**src/rtl/sky130_ef_ip__rc_osc_500k_pkg.sv**
```systemverilog
// Shared types and width helpers for the 500 kHz RC oscillator monitor.
package sky130_ef_ip__rc_osc_500k_pkg;

  typedef enum logic [2:0] {
    ST_OFF     = 3'd0,
    ST_WARMUP  = 3'd1,
    ST_READY   = 3'd2,
    ST_MEASURE = 3'd3,
    ST_FAULT   = 3'd4
  } state_t;

  // Width of a down-counter that is loaded with (cycles - 1) and runs to zero.
  function automatic int cnt_w(input int cycles);
    return (cycles > 1) ? $clog2(cycles) : 1;
  endfunction

endpackage

```
**src/rtl/sky130_ef_ip__rc_osc_500k_sync.sv**
```systemverilog
// Two-flop synchronizer for the oscillator output plus a rising-edge detector.
module sky130_ef_ip__rc_osc_500k_sync (
  input  logic clk,
  input  logic rst_n,
  input  logic osc_in,
  output logic rise
);

  // sh_q[0..1] synchronize, sh_q[2] holds the previous synchronized value
  logic [2:0] sh_q;

  // shift the asynchronous oscillator level through the synchronizer chain
  always_ff @(posedge clk or negedge rst_n) begin
    if (!rst_n) begin
      sh_q <= 3'b000;
    end else begin
      sh_q <= {sh_q[1:0], osc_in};
    end
  end

  assign rise = sh_q[1] & ~sh_q[2];

endmodule

```
**src/rtl/sky130_ef_ip__rc_osc_500k_mon.sv**
```systemverilog
// Monitor/controller for the 500 kHz RC oscillator: enable sequencing,
// warm-up delay, gated edge counting and stall detection.
//
// state      | meaning
// -----------+-------------------------------------------------------------
// ST_OFF     | oscillator disabled, waiting for en
// ST_WARMUP  | oscillator enabled, start-up timer running, edges ignored
// ST_READY   | warmed up and idle, start accepted, stall timer running
// ST_MEASURE | gate window open, counting rises, stall timer running
// ST_FAULT   | no rise seen for STALL_CYCLES, held until en drops
module sky130_ef_ip__rc_osc_500k_mon
  import sky130_ef_ip__rc_osc_500k_pkg::*;
#(
  parameter int GATE_CYCLES    = 1000,
  parameter int STARTUP_CYCLES = 256,
  parameter int STALL_CYCLES   = 64,
  parameter int CNT_W          = 16
) (
  input  logic             clk,
  input  logic             rst_n,
  input  logic             en,
  input  logic             start,
  input  logic             osc_in,
  output logic             osc_ena,
  output logic             ready,
  output logic             busy,
  output logic             done,
  output logic [CNT_W-1:0] count,
  output logic             fail
);

  localparam int WARM_W  = cnt_w(STARTUP_CYCLES);
  localparam int WIN_W   = cnt_w(GATE_CYCLES);
  localparam int STALL_W = cnt_w(STALL_CYCLES);

  localparam logic [WARM_W-1:0]  WARM_LOAD  = WARM_W'(STARTUP_CYCLES - 1);
  localparam logic [WIN_W-1:0]   WIN_LOAD   = WIN_W'(GATE_CYCLES - 1);
  // Stall timer counts the cycles still to go before fail is shown.
  localparam logic [STALL_W-1:0] STALL_LOAD = STALL_W'(STALL_CYCLES - 1);
  localparam logic [CNT_W-1:0]   CNT_MAX    = {CNT_W{1'b1}};

  state_t state_q, state_d;

  logic               rise;
  logic [WARM_W-1:0]  warm_q;
  logic [WIN_W-1:0]   win_q;
  logic [STALL_W-1:0] stall_q;
  logic [CNT_W-1:0]   edges_q, edges_nxt;
  logic               stall_hit;
  logic               meas_start, meas_end, ready_entry;

  logic               osc_ena_q, ready_q, busy_q, fail_q, done_q;
  logic [CNT_W-1:0]   count_q;

  sky130_ef_ip__rc_osc_500k_sync u_sync (
    .clk    (clk),
    .rst_n  (rst_n),
    .osc_in (osc_in),
    .rise   (rise)
  );

  // A rise in the same cycle the timer expires keeps the oscillator alive.
  assign stall_hit   = (stall_q == STALL_W'(1)) && !rise;
  assign edges_nxt   = (rise && (edges_q != CNT_MAX)) ? edges_q + CNT_W'(1) : edges_q;
  assign meas_start  = (state_q == ST_READY) && (state_d == ST_MEASURE);
  assign meas_end    = (state_q == ST_MEASURE) && (state_d == ST_READY);
  assign ready_entry = (state_q != ST_READY) && (state_d == ST_READY);

  // state register
  always_ff @(posedge clk or negedge rst_n) begin
    if (!rst_n) begin
      state_q <= ST_OFF;
    end else begin
      state_q <= state_d;
    end
  end

  // next-state decode; en low overrides everything, stall beats start/window end
  always_comb begin
    state_d = state_q;
    if (!en) begin
      state_d = ST_OFF;
    end else begin
      case (state_q)
        ST_OFF:     state_d = ST_WARMUP;
        ST_WARMUP:  if (warm_q == '0) state_d = ST_READY;
        ST_READY: begin
          if (stall_hit)  state_d = ST_FAULT;
          else if (start) state_d = ST_MEASURE;
        end
        ST_MEASURE: begin
          if (stall_hit)          state_d = ST_FAULT;
          else if (win_q == '0)   state_d = ST_READY;
        end
        ST_FAULT:   state_d = ST_FAULT;
        default:    state_d = ST_OFF;
      endcase
    end
  end

  // warm-up, window, edge and stall counters
  always_ff @(posedge clk or negedge rst_n) begin
    if (!rst_n) begin
      warm_q  <= '0;
      win_q   <= '0;
      edges_q <= '0;
      stall_q <= '0;
    end else begin
      if (state_q == ST_OFF && state_d == ST_WARMUP) begin
        warm_q <= WARM_LOAD;
      end else if (state_q == ST_WARMUP && warm_q != '0) begin
        warm_q <= warm_q - WARM_W'(1);
      end

      if (meas_start) begin
        win_q   <= WIN_LOAD;
        edges_q <= '0;
      end else if (state_q == ST_MEASURE) begin
        if (win_q != '0) win_q <= win_q - WIN_W'(1);
        edges_q <= edges_nxt;
      end

      if (ready_entry || rise) begin
        stall_q <= STALL_LOAD;
      end else if ((state_q == ST_READY || state_q == ST_MEASURE) && stall_q != '0) begin
        stall_q <= stall_q - STALL_W'(1);
      end
    end
  end

  // registered status outputs, result latch and completion pulse
  always_ff @(posedge clk or negedge rst_n) begin
    if (!rst_n) begin
      osc_ena_q <= 1'b0;
      ready_q   <= 1'b0;
      busy_q    <= 1'b0;
      fail_q    <= 1'b0;
      done_q    <= 1'b0;
      count_q   <= '0;
    end else begin
      osc_ena_q <= (state_d != ST_OFF);
      ready_q   <= (state_d == ST_READY);
      busy_q    <= (state_d == ST_MEASURE);
      fail_q    <= (state_d == ST_FAULT);
      done_q    <= meas_end;
      if (meas_end) count_q <= edges_nxt;
    end
  end

  assign osc_ena = osc_ena_q;
  assign ready   = ready_q;
  assign busy    = busy_q;
  assign fail    = fail_q;
  assign done    = done_q;
  assign count   = count_q;

endmodule

```
**config.mk**
```make
export PLATFORM = sky130hd
export DESIGN_NAME = sky130_ef_ip__rc_osc_500k_mon
export DESIGN_NICKNAME = d
export VERILOG_FILES = /design/src/rtl/sky130_ef_ip__rc_osc_500k_pkg.sv /design/src/rtl/sky130_ef_ip__rc_osc_500k_sync.sv /design/src/rtl/sky130_ef_ip__rc_osc_500k_mon.sv
export SDC_FILE = /design/constraint.sdc
export NUM_CORES = 1
export LEC_CHECK = 0
export CAP_MARGIN = 30
export CORE_MARGIN = 3
export CORE_UTILIZATION = 58
export CTS_CLUSTER_DIAMETER = 150
export CTS_CLUSTER_SIZE = 30
export DETAILED_ROUTE_END_ITERATION = 8
export GPL_TIMING_DRIVEN = 1
export PLACE_DENSITY = 0.79
export SLEW_MARGIN = 25
export SYNTH_ARGS = -nofsm -noshare
export SYNTH_HDL_FRONTEND = slang
export SYNTH_SLANG_ARGS = --single-unit
```
**constraint.sdc**
```tcl
create_clock -name clk -period 2.5 [get_ports clk]
set_input_delay 0.25 -clock clk [delete_from_list [all_inputs] [get_ports clk]]
set_output_delay 0.25 -clock clk [all_outputs]
set_load 0.01 [all_outputs]
```
==> results.cfg <==
[outcome]
status = finished clean

[routing]
firstDrtPassIters = 5
ant_nets = 0
routed_wl_mm = 7.87
first_iter_violations = 295
via_per_inst = 6.08
avgRoutedWirePerCell_um = 16.1
vias = 2967
drc = 0

[timing]
period_share = 0.942
tightest_slew_ns = 0.637
hold_viol = 0
max_freq_ghz = 0.425
finalCriticalPeriod_ns = 2.35
rsz0062_at_grt = false
max-slew-margin-rel = 0.575
setup_violations = 0
fin_worst_hold_slack_ns = 0.346
maxSlewViolCount = 0
clock_skew_ns = 0.00779
final.setup.tns_ns = 0

[placed_design]
placed_cells = 471
detailedPlacementHpwl_mm = 5.47
gp_congestion = 0.901
io_buffers = 25

[clock_network]
clk_pin_slew_ns = 0.07
clockRootBuffer = clkbuf_8
cts.sinks = 67
cts_max_path_buffers = 2
cts_tree = done
cts_made_buffers = 9
clkLatencyLatePin_ns = 0.34
cts_max_level = 3
postCtsSetupRepairBufs = 0

[logic_synthesis]
synth_cells = 374
ys_seq_area_frac = 0.477
syn_area_sq_um = 3520
synth.ff_latch_count = 67
synth_edf_count = 0
ys_async_sr_fraction = 1.00
synth_cell_types = 53
ys.flop_type = dfrtp_1
synth_nets = 386
syn_area_per_cell_sq_um = 9.40
yosys_warnings = 0

[flow_run]
maxCapViolations = 0

[worst_setup_path]
end_kind = flip-flop
endpoint = stall_q[5]$_DFFE_PN0P_
crit_required_ns = 2.76
r2r_cells = 8
startpoint = win_q[0]$_DFFE_PN0P_
cp_data_arrival_time_ns = 2.61
path_max_fanout = 6
worstReg2RegEnd = stall_q[5]$_DFFE_PN0P_
path_class = flip-flop to flip-flop
regToRegSetupSlack_ns = 0.15
timing.rr.start = win_q[0]$_DFFE_PN0P_
critPathLaunchType = flip-flop

[min_path]
hold_class = flip-flop to flip-flop

[floorplanning]
start_util = 0.620
fp-row-count = 27
die_h_um = 83.9
die_w_um = 83.9
top_level_ports = 26
core_area_sq_um = 5680
fp.dieArea_sq_um = 7030

[power_and_ir_drop]
ir_worst_vdd_mv = 0.349
p_leak_uw = 0.00166
power_density_nw_per_um2 = 490

[cells_and_area]
final_nets = 423
nFillCells = 413
instances_no_fill = 488
drive_above_1_share = 0.108
syn_to_final_growth_pct = 17.3
antennaDiodeCount = 0

[global_routing]
grt_max_degree = 41
grt_pass1_wl_mm = 13.6
antenna_found_initial = 0
grt_pass1_vias = 2945
grt_overflow = 0
track_usage = 0.237
-- worst max-delay path, cell delays in order (launching register included) --
cell,delay (ns)
dfrtp_1,0.42
inv_1,0.07
ha_1,0.16
or3b_4,0.42
o41a_4,0.46
a221oi_4,0.27
buf_4,0.19
a41oi_4,0.15
o211ai_1,0.12
-- registers in the layout, indices dropped and copies added, names as in the netlist --
signal	flops
state_q	3
done	1
ready	1
warm_q	8
fail	1
win_q	10
osc_ena	1
edges_q	16
count	16
stall_q	6
u_sync.sh_q	3
busy	1
-- cell usage after synthesis (4+ instances only) --
master	number	area, sq um
inv_1	13	48.8
nand4_1	7	43.8
xor2_1	11	96.3
nor3_1	8	40.0
nand2_1	47	176
and3_1	4	25.0
o21ai_0	10	50.1
nor2_1	36	135
ha_1	7	87.6
or4_1	4	30.0
clkbuf_1	10	37.5
dfrtp_1	67	1680
nor4_1	14	87.6
nand3_1	17	85.1
o211ai_1	4	30.0
and4_1	4	35.0
nand2b_1	6	37.5
xnor2_1	17	149
a31oi_1	11	68.8
a21oi_1	29	145
-- final cells by class --
class                           count  area, sq um  area share
Multi-Input combinational cell    279         1760       0.426
Clock buffer                       14          163      0.0394
Tap cell                           72         90.1      0.0218
Sequential cell                    67         1680       0.406
Inverter                           13         48.8      0.0118
Timing Repair Buffer               41          380      0.0922
Clock inverter                      2         10.0     0.00243
-- layout by cell type (no fill, tap or decap), types with 4 or more instances in the layout --
cell / netlist / final
a21oi_1: 29 / 29
a31oi_1: 11 / 11
and3_1: 4 / 4
and4_1: 4 / 4
buf_4: 1 / 14
clkbuf_8: 0 / 11
clkdlybuf4s50_1: 0 / 24
dfrtp_1: 67 / 67
ha_1: 7 / 7
inv_1: 13 / 13
nand2_1: 47 / 47
nand2b_1: 6 / 6
nand3_1: 17 / 17
nand4_1: 7 / 7
nor2_1: 36 / 36
nor3_1: 8 / 8
nor4_1: 14 / 12
nor4_2: 2 / 4
o211ai_1: 4 / 4
o21ai_0: 10 / 10
xnor2_1: 17 / 17
xor2_1: 11 / 11
-- logic make-up after synthesis --
logic type	Yosys count	share of synthesized area
simple gates	165	0.240
compound gates	77	0.150
flops	67	0.477
xor+xnor	28	0.0697
buf+inv	28	0.0320
fa+ha+maj	7	0.0249
mux	2	0.00569
-- per-stage QoR --
step / worst slack (ns) / cell area [sq um] / total power (uW) / utilization
final: 0.146 / 4130 / 2020 / 0.727
after global routing: 0.0364 / 4130 / 2100 / 0.727
after floorplan: 0.198 / 3520 / 1190 / -
after CTS: 0.0841 / 4100 / 2030 / 0.722
after detailed placement: 0.107 / 3910 / 1240 / 0.690
after global placement: 0.190 / 3910 / 1240 / 0.690
-- how the worst min path moves through the flow --
stage	from	endpoint	cells past startpoint
after floorplan	rst_n	busy$_DFF_PN0_	0
after global placement	rst_n	warm_q[4]$_DFFE_PN0P_	1
after detailed placement	rst_n	warm_q[4]$_DFFE_PN0P_	1
after CTS	osc_in	u_sync.sh_q[0]$_DFF_PN0_	1
after global routing	osc_in	u_sync.sh_q[0]$_DFF_PN0_	1
final	u_sync.sh_q[0]$_DFF_PN0_	u_sync.sh_q[1]$_DFF_PN0_	0
-- timing repair --
item / 4_1_cts / 5_1_grt
endpoints found under the setup margin: 0 / 20
endpoints found under the hold margin: 27 / 0
hold buffers: 1 / 0
resized for setup: 0 / 6
-- routing by layer --
layer / up-vias / GRT usage / routed length, um / share of wire
li1: 1422 / - / - / -
met1: 1419 / 0.325 / 3530 / 0.45
met2: 111 / 0.379 / 3760 / 0.48
met3: 15 / 0.0336 / 435 / 0.055
met4: 0 / 0.0980 / 146 / 0.019
met5: - / 0 / 0 / 0
-- power by group --
group / internal (uW) / total (uW) / switching, uW
clock network: 412 / 796 / 384
registers: 1100 / 1120 / 22.1
logic: 37.2 / 100 / 63.0
total: 1550 / 2020 / 469
Note: power is estimated with default switching activity, not from simulation.
